## config.mk

```make
export PLATFORM = sky130hd
export DESIGN_NAME = vga_scan_driver
export DESIGN_NICKNAME = d
export VERILOG_FILES = /design/src/rtl/vga_timing_pkg.sv /design/src/rtl/sig_delay.sv /design/src/rtl/vga_scan_driver.sv
export SDC_FILE = /design/constraint.sdc
export NUM_CORES = 1
export LEC_CHECK = 0
export BUFFER_PORTS_ARGS = -buffer_cell sky130_fd_sc_hd__buf_2
export CORE_MARGIN = 3
export CORE_UTILIZATION = 37
export CTS_CLUSTER_DIAMETER = 200
export DETAILED_ROUTE_END_ITERATION = 10
export SYNTH_ARGS = -nofsm -noshare
export SYNTH_HDL_FRONTEND = slang
export SYNTH_SLANG_ARGS = --single-unit
```

## constraint.sdc

```tcl
create_clock -name clk -period 1.6 [get_ports clk]
set_input_delay 0.08 -clock clk [delete_from_list [all_inputs] [get_ports clk]]
set_output_delay 0.08 -clock clk [all_outputs]
set_load 0.02 [all_outputs]
```

## src/rtl/vga_timing_pkg.sv

```systemverilog
// Shared 640x480@60 Hz VGA timing constants and the screen coordinate type.
// The scan driver, game logic and sprite renderers all use this package.
package vga_timing_pkg;

    // Horizontal timing, in pixel clocks
    localparam int H_VIS  = 640;
    localparam int H_FP   = 16;
    localparam int H_SYNC = 96;
    localparam int H_BP   = 48;
    localparam int H_TOT  = H_VIS + H_FP + H_SYNC + H_BP;

    // Vertical timing, in lines
    localparam int V_VIS  = 480;
    localparam int V_FP   = 10;
    localparam int V_SYNC = 2;
    localparam int V_BP   = 33;
    localparam int V_TOT  = V_VIS + V_FP + V_SYNC + V_BP;

    // Raster coordinate, wide enough for 0..799 and 0..524
    typedef logic [9:0] coord_t;

endpackage

```

## src/rtl/sig_delay.sv

```systemverilog
// Fixed-depth shift register with synchronous reset to a chosen idle value.
// The scan driver uses it to hold the timing signals back by the renderer latency.
module sig_delay
    import vga_timing_pkg::*;
#(
    parameter int               WIDTH     = 1,
    parameter int               DEPTH     = 1,
    parameter logic [WIDTH-1:0] RESET_VAL = '0
) (
    input  logic             clk,
    input  logic             rst,
    input  logic [WIDTH-1:0] d,
    output logic [WIDTH-1:0] q
);

    logic [WIDTH-1:0] stage [DEPTH];

    // Shift one stage per clock; reset flushes every stage to its idle value
    always_ff @(posedge clk) begin
        if (rst) begin
            for (int i = 0; i < DEPTH; i++) begin
                stage[i] <= RESET_VAL;
            end
        end else begin
            stage[0] <= d;
            for (int i = 1; i < DEPTH; i++) begin
                stage[i] <= stage[i-1];
            end
        end
    end

    assign q = stage[DEPTH-1];

endmodule

```

## src/rtl/vga_scan_driver.sv

```systemverilog
// Raster-scan timing generator and pixel output stage for a VGA display.
// Counters give the renderers their drawing position; rgb_in comes back PIPE_LAT
// clocks later. Active/hsync/vsync are delayed PIPE_LAT clocks in sig_delay and
// then pass through the same output register as the colour, so the total sync
// delay is PIPE_LAT+1 and colour and sync leave the block mutually aligned.
// The raster geometry defaults to the package values; it is overridable only so
// reduced rasters can be exercised quickly.
module vga_scan_driver
    import vga_timing_pkg::*;
#(
    parameter int PIPE_LAT  = 2,
    parameter int H_VISIBLE = H_VIS,
    parameter int H_FRONT   = H_FP,
    parameter int H_SYNC_W  = H_SYNC,
    parameter int H_BACK    = H_BP,
    parameter int V_VISIBLE = V_VIS,
    parameter int V_FRONT   = V_FP,
    parameter int V_SYNC_W  = V_SYNC,
    parameter int V_BACK    = V_BP
) (
    input  logic       clk,
    input  logic       rst,
    input  logic [2:0] rgb_in,
    output coord_t     drawingPositionX,
    output coord_t     drawingPositionY,
    output logic       hsync,
    output logic       vsync,
    output logic [3:0] vgaRed,
    output logic [3:0] vgaGreen,
    output logic [3:0] vgaBlue,
    output logic       frameTick
);

    localparam coord_t H_LAST   = coord_t'(H_VISIBLE + H_FRONT + H_SYNC_W + H_BACK - 1);
    localparam coord_t V_LAST   = coord_t'(V_VISIBLE + V_FRONT + V_SYNC_W + V_BACK - 1);
    localparam coord_t H_ACT    = coord_t'(H_VISIBLE);
    localparam coord_t V_ACT    = coord_t'(V_VISIBLE);
    localparam coord_t HS_START = coord_t'(H_VISIBLE + H_FRONT);
    localparam coord_t HS_END   = coord_t'(H_VISIBLE + H_FRONT + H_SYNC_W);
    localparam coord_t VS_START = coord_t'(V_VISIBLE + V_FRONT);
    localparam coord_t VS_END   = coord_t'(V_VISIBLE + V_FRONT + V_SYNC_W);

    coord_t     h_count;
    coord_t     v_count;
    logic       active_raw;
    logic       hs_raw;
    logic       vs_raw;
    logic [2:0] dly_q;   // {active, hs, vs} as seen PIPE_LAT clocks later

    // Raster counters: h wraps every line, v advances on the last pixel of a line
    always_ff @(posedge clk) begin
        if (rst) begin
            h_count <= '0;
            v_count <= '0;
        end else if (h_count == H_LAST) begin
            h_count <= '0;
            v_count <= (v_count == V_LAST) ? coord_t'(0) : v_count + coord_t'(1);
        end else begin
            h_count <= h_count + coord_t'(1);
        end
    end

    assign drawingPositionX = h_count;
    assign drawingPositionY = v_count;

    // Undelayed timing decode from the counters (syncs are active low)
    always_comb begin
        active_raw = (h_count < H_ACT) && (v_count < V_ACT);
        hs_raw     = !((h_count >= HS_START) && (h_count < HS_END));
        vs_raw     = !((v_count >= VS_START) && (v_count < VS_END));
    end

    sig_delay #(
        .WIDTH     (3),
        .DEPTH     (PIPE_LAT),
        .RESET_VAL (3'b011)
    ) u_timing_dly (
        .clk (clk),
        .rst (rst),
        .d   ({active_raw, hs_raw, vs_raw}),
        .q   (dly_q)
    );

    // Output register: final sync stage plus colour gated by the delayed active window
    always_ff @(posedge clk) begin
        if (rst) begin
            hsync    <= 1'b1;
            vsync    <= 1'b1;
            vgaRed   <= 4'h0;
            vgaGreen <= 4'h0;
            vgaBlue  <= 4'h0;
        end else begin
            hsync <= dly_q[1];
            vsync <= dly_q[0];
            if (dly_q[2]) begin
                vgaRed   <= {4{rgb_in[2]}};
                vgaGreen <= {4{rgb_in[1]}};
                vgaBlue  <= {4{rgb_in[0]}};
            end else begin
                vgaRed   <= 4'h0;
                vgaGreen <= 4'h0;
                vgaBlue  <= 4'h0;
            end
        end
    end

    // Frame tick marks the first pixel clock of vertical blanking, undelayed
    assign frameTick = (h_count == 10'd0) && (v_count == V_ACT);

endmodule

```

==> Word-level counts from Yosys, hierarchy flattened <==
Memory sizes are Yosys's and may differ from the RTL's.
Cells that the tools add are included.
{ "op_classes": {"n_mul": 0, "div": 0, "eq_ne": 3, "n_bitwise": 3, "shifts": 0, "magnitude_cmp": 6, "add_sub_neg": 2, "reduce_logical": 9, "n_mux": 6} }
{ "op_table": {"columns": ["operator", "n"], "rows": [
  ["adder 10 x 1 -> 10 bit, second input constant", 2],
  ["equality test 10 bit, second input constant", 2],
  ["less-than comparator 10 bit, second input constant", 2],
  ["less-than comparator 10 x 9 -> 1 bit, second input constant", 2],
  ["equality test 10 x 9 -> 1 bit, second input constant", 1],
  ["greater-or-equal comparator 10 bit, second input constant", 1],
  ["greater-or-equal comparator 10 x 9 -> 1 bit, second input constant", 1],
  ["logical NOT 10 bit", 1],
  ["two-way mux 10 bit", 1],
  ["two-way mux 3 bit", 2],
  ["logical AND 1 bit", 4],
  ["OR reduction 2 bit", 2],
  ["two-way mux 1 bit", 3],
  ["logical NOT 1 bit", 2],
  ["bitwise OR 1 bit", 2],
  ["NOT 1 bit", 1]
]} }
{ "word_totals": {"latch_bits": 0, "out_inout_bits": 35, "ff_bits": 25, "rom_bits": 0, "mem_bits_rw": 6, "mem_count": 1} }
{ "mem_list": {"columns": ["memory", "words", "width", "rd", "rd_clocked_by_memory_dff", "write_ports", "line_no", "text"], "rows": [
  ["u_timing_dly.stage", 2, 3, 2, 0, 2, "sig_delay.sv:16", "logic [WIDTH-1:0] stage [DEPTH];"]
]} }

==> Depth between registers and ports, before layout <==
Gate-level depths: netlist (run 1).
{ "logic_depth": {"word_depth": 4, "ltp_mapped": 7, "mapped_depth_nobuf": 6} }

==> Hierarchy <==
Synthesis (run 1) repeated with hierarchy kept, for this count alone.
{ "hier_totals": {"cells_unflattened": 155, "area_unflattened_um2": 1403.8} }
{ "by_module_without_submodules": {"columns": ["mod", "instances", "area_per_inst_um2", "seq_area_each_um2", "cells_per_inst"], "rows": [
  ["vga_scan_driver", 1, 1223.7, 500.5, 140],
  ["sig_delay", 1, 180.2, 120.1, 15]
]} }

==> Worst setup path before layout (run 1) <==
No wires, ideal clock.
{ "synth_path": {"kind": "flip-flop to flip-flop", "startpoint": "register h_count[0] (netlist: drawingPositionX[0])", "endpoint": "register v_count[6] (netlist: drawingPositionY[6])", "stages_incl_launch_ff": 7, "setup_ns": 0.067, "slack_ns": -0.127, "n_path_buf": 1, "arrival_time_ns": 1.660, "path_cell_list": "dfxtp_1 -> ha_1 -> and4_1 -> buf_6 -> nand4_4 -> or3_1 -> a21oi_2"} }
{ "synth_between": {"elab_chain_len": 1} }
{ "synth_rtl": {"columns": ["element", "line_no", "text"], "rows": [
  ["from (decl)", "vga_scan_driver.sv:43", "coord_t h_count;"],
  ["from (signal assigned)", "vga_scan_driver.sv:59", "h_count <= h_count + coord_t'(1);"],
  ["equality test 10 bit", "vga_scan_driver.sv:55", "end else if (h_count == H_LAST) begin"],
  ["to (signal assigned)", "vga_scan_driver.sv:57", "v_count <= (v_count == V_LAST) ? coord_t'(0) : v_count + coord_t'(1);"],
  ["to (decl)", "vga_scan_driver.sv:44", "coord_t v_count;"]
]} }
Every way passes these cells.
A chain may end at the register's enable or synchronous reset.

==> Worst setup path after layout (run 1) <==
{ "layout_path": {"startpoint": "register v_count[8] (netlist: drawingPositionY[8])", "endpoint": "output port frameTick"} }
{ "layout_between": {"elab_chain_len": 2} }
{ "layout_rtl": {"columns": ["element", "line_no", "text"], "rows": [
  ["equality test 10 x 9 -> 1 bit", "vga_scan_driver.sv:108", "assign frameTick = (h_count == 10'd0) && (v_count == V_ACT);"],
  ["logical AND 1 bit", "vga_scan_driver.sv:108", null],
  ["to (decl)", "vga_scan_driver.sv:31", "output logic frameTick"]
]} }
Every way passes these cells.

==> parameters.txt, run 1 <==
Parameter                              Value

Outcome
  Failing checks ... negative setup slack
  Run status ... finished, violations left

Global routing
  Largest net degree at the start of global routing ... 21
  Peak-usage layer in the global routing report ... met2
  Initial antenna violation count ... 0
  Via count of the first global-routing pass ... 1162
  Total GRT Usage ... 15.7%
  GR Layer Usage met2 ... 27.0%
  Total gr overflow ... 0
  Met3 global-route usage ... 5.49%
  Met1 Use GR ... 17.3%
  Global-route wire length before repair ... 5330 um

Setup path
  Crit Reg-Reg Endpoint ... drawingPositionY[9]$_SDFFE_PP0N_
  Required time worst endpoint ... 1.52 ns
  Sort of element at the end of the critical path ... primary output
  Critical path fanouts, max ... 5
  Setup slack of the most critical reg-to-reg path ... 0.06 ns
  Type of element launching the critical path ... flop
  Cell depth of the worst flop-to-flop path ... 5
  Launching point of the worst reg2reg path ... drawingPositionX[0]$_SDFF_PP0_
  WP data arrival ... 1.52 ns
  Class of the most critical setup path ... reg -> out

Detailed routing
  Starting DRT DRC Count ... 52
  Total routed wirelength ... 3190 um
  Vias after detailed routing ... 1259
  Final routed wire length divided by cell count ... 12.5 um
  Detailed Routing Iterations Pass 1 ... 4
  Post-detailed-route DRC marker count ... 0
  ANT nets after route ... 0
  Via count normalized by instance count ... 4.94

Synthesis
  Portion of synthesized cell area occupied by the leading cell type ... 44.0%
  Syn nets ... 161
  Top cells by area in the synthesized netlist ... dfxtp_1 (44%), buf_4 (5.3%), xnor2_1 (4.3%)
  Mean area per synthesized cell ... 9.29 um2
  Post-synth ARST share ... 0%
  Post-synthesis cell type with the largest combined area ... dfxtp_1
  Commonest cells in the netlist ... dfxtp_1 (31), buf_4 (10), nor2_1 (10)
  Mapped Area ... 1410 um2
  YS warnings ... 0
  Post-Synthesis Cells ... 152
  Most used standard cell by instance count after synthesis ... dfxtp_1
  Number of flops mapped to enable cells by yosys ... 0
  Sequential element share of the synthesized area ... 44.0%
  Number of synthesized register bits ... 31
  Most used flip-flop cell after synthesis ... dfxtp_1
  Post-synthesis cell type count ... 32

Placed design
  Cell area after placement ... 1700 um2
  Cells after DPL ... 241
  Global placer's final weighted congestion ... 0.781
  Detailed-placement wirelength estimate ... 2260 um
  IO Port Bufs ... 39

Power
  Pleak ... 0.827 nW
  Power Dens Cells ... 882 nW/um2
  VDD IR max ... 645 uV

Die
  Die Wd ... 67.8 um
  Row cnt ... 21
  Initial core utilization ... 40.4%
  Area inside the core boundary ... 3490 um2
  Area of the die ... 4590 um2
  Die outline height ... 67.8 um
  Total I/O pin count ... 40

STA
  Post-route setup slack ... -0.00244 ns
  Final worst-path cycle share ... 100%
  Clock period minus final worst setup slack ... 1.60 ns
  Max-slew headroom at the worst pin ... 77.6%
  FMAX ... 624 MHz
  RSZ-0062 raised after global routing ... true
  Clock tree skew after final layout ... 0.00521 ns
  Actual transition at the worst max-transition pin ... 0.336 ns
  Final hold vios ... 0
  Final number of max-transition violations ... 0
  Final setup violation count ... 1

Cells and area
  Post-layout instance count excluding filler cells ... 255
  Filler cell count in the final layout ... 331
  Antenna cell count ... 0
  Number of nets in the layout ... 217
  Layout Cell Area excl Fill ... 1900 um2
  Proportion of layout cells with a drive suffix above 1 ... 43.1%
  Area growth from synthesis to layout ... 34.9%

Min path
  Number of stages on the worst hold path ... 2
  Hold Path End ... drawingPositionX[2]$_SDFF_PP0_
  Launch point of the worst hold path ... rst
  Path type of the worst min-delay path ... in -> reg

Clock network
  Clk buf depth ... 2
  Total CTS buffers ... 5
  Maximum level of the CTS H-tree ... 2
  Clock tree from TritonCTS ... yes
  TritonCTS Sinks ... 31
  CTS clk-pin slew, worst paths ... 0.07 ns
  CTS root buf ... clkbuf_8
  Worst skew pair latency ... 0.28 ns

Flow run
  Number of maximum-capacitance violations ... 0
critical path: stages (launching register included):
cell	delay, ns
dfxtp_4	0.36
nand4_1	0.14
nor4_2	0.33
and4_1	0.28
buf_6	0.13
report_power, final:
part	internal (mW)	switching (mW)	leakage, nW
registers	0.780	0.00547	0.254
logic	0.0429	0.0539	0.512
clock network	0.503	0.294	0.0612
stage by stage:
step | utilization, % | power, mW | hold slack (ns) | setup WS (ns) | setup TNS (ns)
detailed placement | 48.7 | 0.897 | 0.289 | -0.0263 | -0.0663
floorplan | - | 0.866 | 0.202 | 0.000268 | 0
finish | 54.5 | 1.68 | 0.169 | -0.00244 | -0.00244
global placement | 48.7 | 0.895 | 0.283 | 0.0346 | 0
global route | 54.5 | 1.75 | 0.186 | -0.0688 | -0.126
CTS | 53.2 | 1.71 | 0.168 | -0.0337 | -0.0337
cell families after synthesis:
family,Yosys count,share of synthesized area [%]
xor gates and xnor gates,12,7.45
and+or+nand+nor,72,30.5
AOI/OAI and AO/OA,13,5.32
adders and majority gates,4,3.55
buffers and inverters,20,9.22
DFF,31,44.0
cell usage in the layout, fill, tap and decap left out, drive strengths merged, types with 5 or more instances in the layout:
cell,netlist,routed
clkbuf,1,6
nand4,10,10
nor3,10,10
dfxtp,31,31
xor2,5,5
inv,5,5
a21oi,6,6
nor2,10,10
or3,5,5
buf,14,61
nand3,5,5
nand2,9,9
xnor2,7,7
o21ai,6,6
repair_timing:
action / CTS / global route
endpoints found under the setup margin: 5 / 9
resized for setup: 2 / 9
hold endpoints to repair: 3 / 0
buffers inserted: 0 / 3
pin swaps: 0 / 5
hold buffers: 3 / 0
flip-flops by register name, indices dropped and copies added, names as in the netlist:
signal and flops:
drawingPositionX 10, drawingPositionY 10, u_timing_dly.stage 6, hsync 1, vgaBlue 1, vgaGreen 1, vgaRed 1, vsync 1
per-layer routing:
| metal | part of all wire (%) | vias up | routed length (um) |
|---|---|---|---|
| met1 | 43 | 589 | 1360 |
| met3 | 6.9 | 5 | 220 |
| met5 | 0 | - | 0 |
| met4 | 1.8 | 0 | 57 |
| met2 | 49 | 35 | 1560 |
| li1 | - | 630 | - |
layout make-up:
class | count | area, um2 | area share [%]
multi-input combinational | 101 | 681 | 35.7
sequential | 31 | 633 | 33.2
timing repair buffer | 64 | 397 | 20.8
clock buffer | 6 | 82.6 | 4.34
tap | 46 | 57.6 | 3.02
clock inverter | 2 | 35.0 | 1.84
inverter | 5 | 18.8 | 0.986
worst max path at each step:
stage / slack, ns / startpoint / end / cells after the start
finish: -0.002 / drawingPositionY[8]$_SDFFE_PP0N_ / frameTick / 4
detailed placement: -0.03 / drawingPositionX[0]$_SDFF_PP0_ / drawingPositionY[7]$_SDFFE_PP0N_ / 5
CTS: -0.03 / drawingPositionY[7]$_SDFFE_PP0N_ / frameTick / 4
floorplan: 0.0003 / drawingPositionX[1]$_SDFF_PP0_ / drawingPositionY[6]$_SDFFE_PP0N_ / 6
global route: -0.07 / drawingPositionY[8]$_SDFFE_PP0N_ / frameTick / 4
global placement: 0.03 / drawingPositionX[0]$_SDFF_PP0_ / drawingPositionY[6]$_SDFFE_PP0N_ / 5
(Power assumes the default switching activity.)
==> run 2: changes to the inputs <==
==> constraint.sdc (replaced) <==
create_clock -name clk -period 1.3 [get_ports clk]
set_input_delay 0.065 -clock clk [delete_from_list [all_inputs] [get_ports clk]]
set_output_delay 0.065 -clock clk [all_outputs]
set_load 0.02 [all_outputs]
==> run 2 against run 1 <==
  * The flow still finishes with violations (negative setup slack)
  * Critical path depth up 3
  * Global-route usage up 0.56 points
  * Sequential cell count unchanged
  * Wire length up 9.5%
  * Sequential power up 24%
  * Setup slack worse by 0.19 ns
  * Cell area up 9.7%
  * Non-clock buffer count up 16
  * First-iteration DRC count down 38%
  * Cell count up 6.3%
  * Critical path type unchanged
  * Critical endpoint unchanged
  * Largest power group is now sequential cells
  * Highest routed layer unchanged
==> parameters.txt, run 2 (synthesis gave the netlist of run 1 again) <==
Parameter                              Value

Detailed routing
  ANT nets after route ... 0
  Final routed wire length divided by cell count ... 12.9 um
  Starting DRT DRC Count ... 32
  Total routed wirelength ... 3500 um
  Vias after detailed routing ... 1351
  Detailed Routing Iterations Pass 1 ... 4
  Via count normalized by instance count ... 4.99
  Post-detailed-route DRC marker count ... 0

Cells and area
  Commonest cells after routing, fill and taps aside ... buf_2 (38), buf_4 (33), dfxtp_1 (20), nor2_1 (10)
  Antenna cell count ... 0
  Seq. cell area ... 639 um2
  Post-layout instance count excluding filler cells ... 271
  Commonest non-fill, non-tap cell in the layout ... buf_2
  Area growth from synthesis to layout ... 48.0%
  Proportion of layout cells with a drive suffix above 1 ... 54.7%
  Layout Cell Area excl Fill ... 2090 um2
  Area of the multi-input gates ... 748 um2
  Number of nets in the layout ... 234
  Filler cell count in the final layout ... 303

Die
  Area of the die ... 4590 um2
  Area inside the core boundary ... 3490 um2
  Initial core utilization ... 40.4%
  Row cnt ... 21
  Die outline height ... 67.8 um
  Die Wd ... 67.8 um
  Total I/O pin count ... 40

Clock network
  CTS root buf ... clkbuf_8
  TritonCTS Sinks ... 31
  Maximum level of the CTS H-tree ... 2
  Clock tree from TritonCTS ... yes
  CTS clk-pin slew, worst paths ... 0.06 ns
  Clk buf depth ... 2
  Total CTS buffers ... 5
  Worst skew pair latency ... 0.28 ns

Global routing
  Total gr overflow ... 0
  Global-route wire length before repair ... 5550 um
  Total GRT Usage ... 16.3%
  Via count of the first global-routing pass ... 1232
  Initial antenna violation count ... 0
  Largest net degree at the start of global routing ... 22

STA
  FMAX ... 668 MHz
  RSZ-0062 raised after global routing ... true
  Post-route setup slack ... -0.197 ns
  Actual transition at the worst max-transition pin ... 0.427 ns
  Final hold vios ... 0
  Final number of max-transition violations ... 0
  Max-slew headroom at the worst pin ... 71.5%
  Clock tree skew after final layout ... 0.00694 ns
  Final worst-path cycle share ... 115%
  Clock period minus final worst setup slack ... 1.50 ns
  Final setup violation count ... 17

Placed design
  IO Port Bufs ... 39
  Cells after DPL ... 255
  Cell area after placement ... 1860 um2
  Global placer's final weighted congestion ... 0.823
  Detailed-placement wirelength estimate ... 2400 um

Setup path
  Setup slack of the most critical reg-to-reg path ... -0.18 ns
  Required time worst endpoint ... 1.24 ns
  WP data arrival ... 1.43 ns
  Sort of element at the end of the critical path ... primary output
  Type of element launching the critical path ... flop
  Beginning of the critical path ... drawingPositionX[1]$_SDFF_PP0_
  Critical path fanouts, max ... 2
  Cell occurring most often along the worst timing path ... buf_6
  Worst setup path end ... frameTick
  Cells along the critical path ... buf_6 > inv_2 > ha_2 > nand2_1 > nor3_2 > and4_1 > buf_6
  Crit Reg-Reg Endpoint ... drawingPositionY[5]$_SDFFE_PP0N_
  CP max-delay cell ... dfxtp_4
  Class of the most critical setup path ... reg -> out
  Cell depth of the worst flop-to-flop path ... 7
  Launching point of the worst reg2reg path ... drawingPositionY[0]$_SDFFE_PP0N_
  Stage delay of the slowest cell on the critical path ... 0.36 ns

Power
  Power Dens Cells ... 895 nW/um2
  Pleak ... 0.922 nW
  VDD IR max ... 545 uV

Min path
  Path type of the worst min-delay path ... in -> reg

Flow run
  Number of maximum-capacitance violations ... 0

Outcome
  Run status ... finished, violations left
  Failing checks ... negative setup slack
run 2: cell types whose count changed in the layout (fill, tap and decap cells not counted), sizes merged:
cell	delta
dlygate4sd3	-1
bufinv	-1
buf	+17
o21bai	+1
run 2: routing by layer:
layer	GRT usage, %	up-vias	routed length, um
met1	18.9	640	1500
li1	-	667	-
met4	4.05	0	34
met2	28.2	38	1770
met5	0	-	0
met3	5.66	6	194
run 2: critical path, delay by kind of cell (launching register included):
family	cells	cell delay (ns)
and+or+nand+nor	3	0.37
DFF	1	0.36
adders and majority gates	1	0.15
buffers and inverters	3	0.28
run 2: layout make-up:
cell class              instances  area share, %
clock buffers                   6           3.95
clock inverters                 1          0.240
inverters                       5          0.899
multi-input cells             102           35.8
flip-flops and latches         31           30.6
well taps                      46           2.76
repair buffers                 80           25.7
run 2: per-stage QoR:
step	hold slack, ns	utilization, %	TNS (ns)	setup slack (ns)	power, mW
floorplan	0.187	-	-1.57	-0.164	1.07
global placement	0.272	53.3	-2.30	-0.196	1.11
detailed placement	0.278	53.3	-2.97	-0.260	1.11
CTS	0.00911	58.9	-2.32	-0.251	1.89
global route	0.0127	59.8	-3.50	-0.281	1.96
finish	0.00427	59.8	-2.37	-0.197	1.87
run 2: what timing repair did:
action,4_1_cts,5_1_grt
setup buffers,5,1
endpoints found under the hold margin,2,0
endpoints found under the setup margin,18,19
hold buffers,2,0
pin swaps,11,9
resized for setup,15,5
gates cloned,1,0
run 2: worst min-delay path by stage:
stage | to | cells after the start | slack (ns) | start
final | vgaRed[0]$_SDFF_PP0_ | 2 | 0.004 | rgb_in[2]
after CTS | vgaRed[0]$_SDFF_PP0_ | 2 | 0.009 | rgb_in[2]
after global routing | vgaRed[0]$_SDFF_PP0_ | 2 | 0.01 | rgb_in[2]
after global placement | vgaGreen[0]$_SDFF_PP0_ | 2 | 0.27 | rgb_in[1]
after floorplan | vgaBlue[0]$_SDFF_PP0_ | 1 | 0.19 | rgb_in[0]
after detailed placement | vgaBlue[0]$_SDFF_PP0_ | 2 | 0.28 | rgb_in[0]
run 2: where the power goes:
group	internal [mW]	switching [mW]	total, mW	leakage (nW)
combinational	0.0712	0.0750	0.146	0.618
sequential	0.964	0.0102	0.974	0.257
clock	0.414	0.335	0.749	0.0470
==> run 3: changes to the inputs <==
--- a/config.mk
+++ b/config.mk
@@ -10,6 +10,7 @@
 export CORE_UTILIZATION = 37
 export CTS_CLUSTER_DIAMETER = 200
 export DETAILED_ROUTE_END_ITERATION = 10
+export REMOVE_ABC_BUFFERS = 1
 export SYNTH_ARGS = -nofsm -noshare
 export SYNTH_HDL_FRONTEND = slang
 export SYNTH_SLANG_ARGS = --single-unit
==> run 3 against run 2 <==
  * The run still ends with negative setup slack left
  * Highest routed layer unchanged
  * Sequential share of layout area down 1.1 points
  * Maximum frequency down 2.9%
  * Die area unchanged
  * First-iteration DRC count up 47%
  * Total power up 12%
  * Clock power up 31%
  * Largest power group is now the clock network
  * Combinational power about the same
  * Non-clock buffer count down 1
  * Clock skew down 0.0015 ns
==> parameters.txt, run 3 (synthesis gave the netlist of run 1 again) <==
Parameter                              Value

Setup path
  Class of the most critical setup path ... reg -> reg
  WP data arrival ... 1.71 ns
  Critical path fanouts, max ... 9
  Required time worst endpoint ... 1.47 ns
  Sort of element at the end of the critical path ... flop
  Type of element launching the critical path ... flop

Power
  Pleak ... 0.924 nW
  VDD IR max ... 646 uV
  Power Dens Cells ... 978 nW/um2
  Total Power Consumption ... 2.10 mW

Detailed routing
  Final routed wire length divided by cell count ... 13.1 um
  Total routed wirelength ... 3550 um
  Post-detailed-route DRC marker count ... 0
  Starting DRT DRC Count ... 47
  Detailed Routing Iterations Pass 1 ... 4
  Vias after detailed routing ... 1323
  Via count normalized by instance count ... 4.90
  ANT nets after route ... 0

STA
  Final worst-path cycle share ... 119%
  Clock tree skew after final layout ... 0.00542 ns
  Actual transition at the worst max-transition pin ... 0.268 ns
  Total negative setup slack ... -3.04 ns
  Minimum hold slack ... 0.116 ns
  Final setup violation count ... 18
  Max-slew headroom at the worst pin ... 82.0%
  Final number of max-transition violations ... 0
  Clock period minus final worst setup slack ... 1.54 ns
  FMAX ... 649 MHz
  RSZ-0062 raised after global routing ... true
  Final hold vios ... 0
  Post-route setup slack ... -0.242 ns

Die
  Area inside the core boundary ... 3490 um2
  Initial core utilization ... 40.4%
  Area of the die ... 4590 um2
  Die Wd ... 67.8 um
  Total I/O pin count ... 40
  Die outline height ... 67.8 um
  Row cnt ... 21

Global routing
  Largest net degree at the start of global routing ... 14
  Initial antenna violation count ... 0
  Global-route wire length before repair ... 5310 um
  Total gr overflow ... 0
  Via count of the first global-routing pass ... 1175
  Total GRT Usage ... 15.6%

Cells and area
  Area of the multi-input gates ... 771 um2
  Number of nets in the layout ... 232
  Area growth from synthesis to layout ... 52.1%
  Antenna cell count ... 0
  Commonest non-fill, non-tap cell in the layout ... buf_2
  Post-layout instance count excluding filler cells ... 270
  Commonest cells after routing, fill and taps aside ... buf_2 (38), buf_4 (30), dfxtp_1 (23), nor2_1 (10), nand4_1 (9)
  Filler cell count in the final layout ... 309
  Proportion of layout cells with a drive suffix above 1 ... 55.8%
  Seq. cell area ... 633 um2

Outcome
  Run status ... finished, violations left
  Failing checks ... negative setup slack

Placed design
  Cells after DPL ... 255
  Global placer's final weighted congestion ... 0.825
  Detailed-placement wirelength estimate ... 2390 um
  Worst slack at placement ... -0.279 ns
  IO Port Bufs ... 39

Clock network
  CTS root buf ... clkbuf_8
  Clk buf depth ... 2
  TritonCTS Sinks ... 31
  Total CTS buffers ... 5
  Maximum level of the CTS H-tree ... 2
  Worst skew pair latency ... 0.29 ns
  CTS clk-pin slew, worst paths ... 0.07 ns
  Clock tree from TritonCTS ... yes

Flow run
  Number of maximum-capacitance violations ... 0

Min path
  Path type of the worst min-delay path ... in -> reg
run 3: cell types whose count changed in the layout (fill, tap and decap cells not counted), sizes merged:
cell	previous run	this run
buf	78	76
o21bai	2	1
dlygate4sd3	2	3
bufinv	0	1
run 3: layer usage:
metal	global-route usage (%)	share of wire (%)
met3	3.99	6.5
met2	26.1	48
met1	18.2	43
met5	0	0
met4	8.35	2.2
run 3: worst paths after layout:
path / cells past startpoint / slack, ns / from / to
setup / recovery: 7 / -0.24 / drawingPositionX[1]$_SDFF_PP0_ / drawingPositionY[5]$_SDFFE_PP0N_
hold / removal: 2 / 0.12 / rst / drawingPositionX[2]$_SDFF_PP0_
setup reg to reg: 7 / -0.24 / drawingPositionX[1]$_SDFF_PP0_ / drawingPositionY[5]$_SDFFE_PP0N_
hold reg to reg: 1 / 0.41 / u_timing_dly.stage[0][1]$_SDFF_PP1_ / u_timing_dly.stage[0][4]$_SDFF_PP1_
run 3: through the flow:
stage | cell area, um2 | utilization [%]
after CTS | 1980 | 56.7
after global placement | 1810 | 51.9
after global routing | 2150 | 61.4
after floorplan | 1300 | -
final | 2150 | 61.4
after detailed placement | 1810 | 51.9
run 3: cell type report:
class	count	share of cell area [%]
Clock inverter	2	1.63
Timing Repair Buffer	79	25.3
Clock buffer	6	3.85
Tap cell	46	2.68
Sequential cell	31	29.5
Inverter	5	1.11
Multi-Input combinational cell	101	35.9
run 3: critical path: stages (launching register included):
cell and delay, ns:
dfxtp_2 0.36, ha_4 0.14, and4_4 0.27, buf_6 0.12
nand3_1 0.11, o21bai_2 0.17, buf_4 0.19, nor2_1 0.06
run 3: what timing repair did:
| action | CTS | global route |
|---|---|---|
| gates resized for setup | 9 | 37 |
| pin swaps | 0 | 15 |
| endpoints found under the setup margin | 18 | 18 |
| setup buffers | 0 | 4 |
| hold buffers | 3 | 0 |
| hold endpoints to repair | 3 | 0 |
run 3: power breakdown:
group          total (mW)  internal (mW)  switching (mW)
combinational       0.146         0.0681          0.0776
clock               0.979          0.619           0.359
sequential          0.975          0.964          0.0110
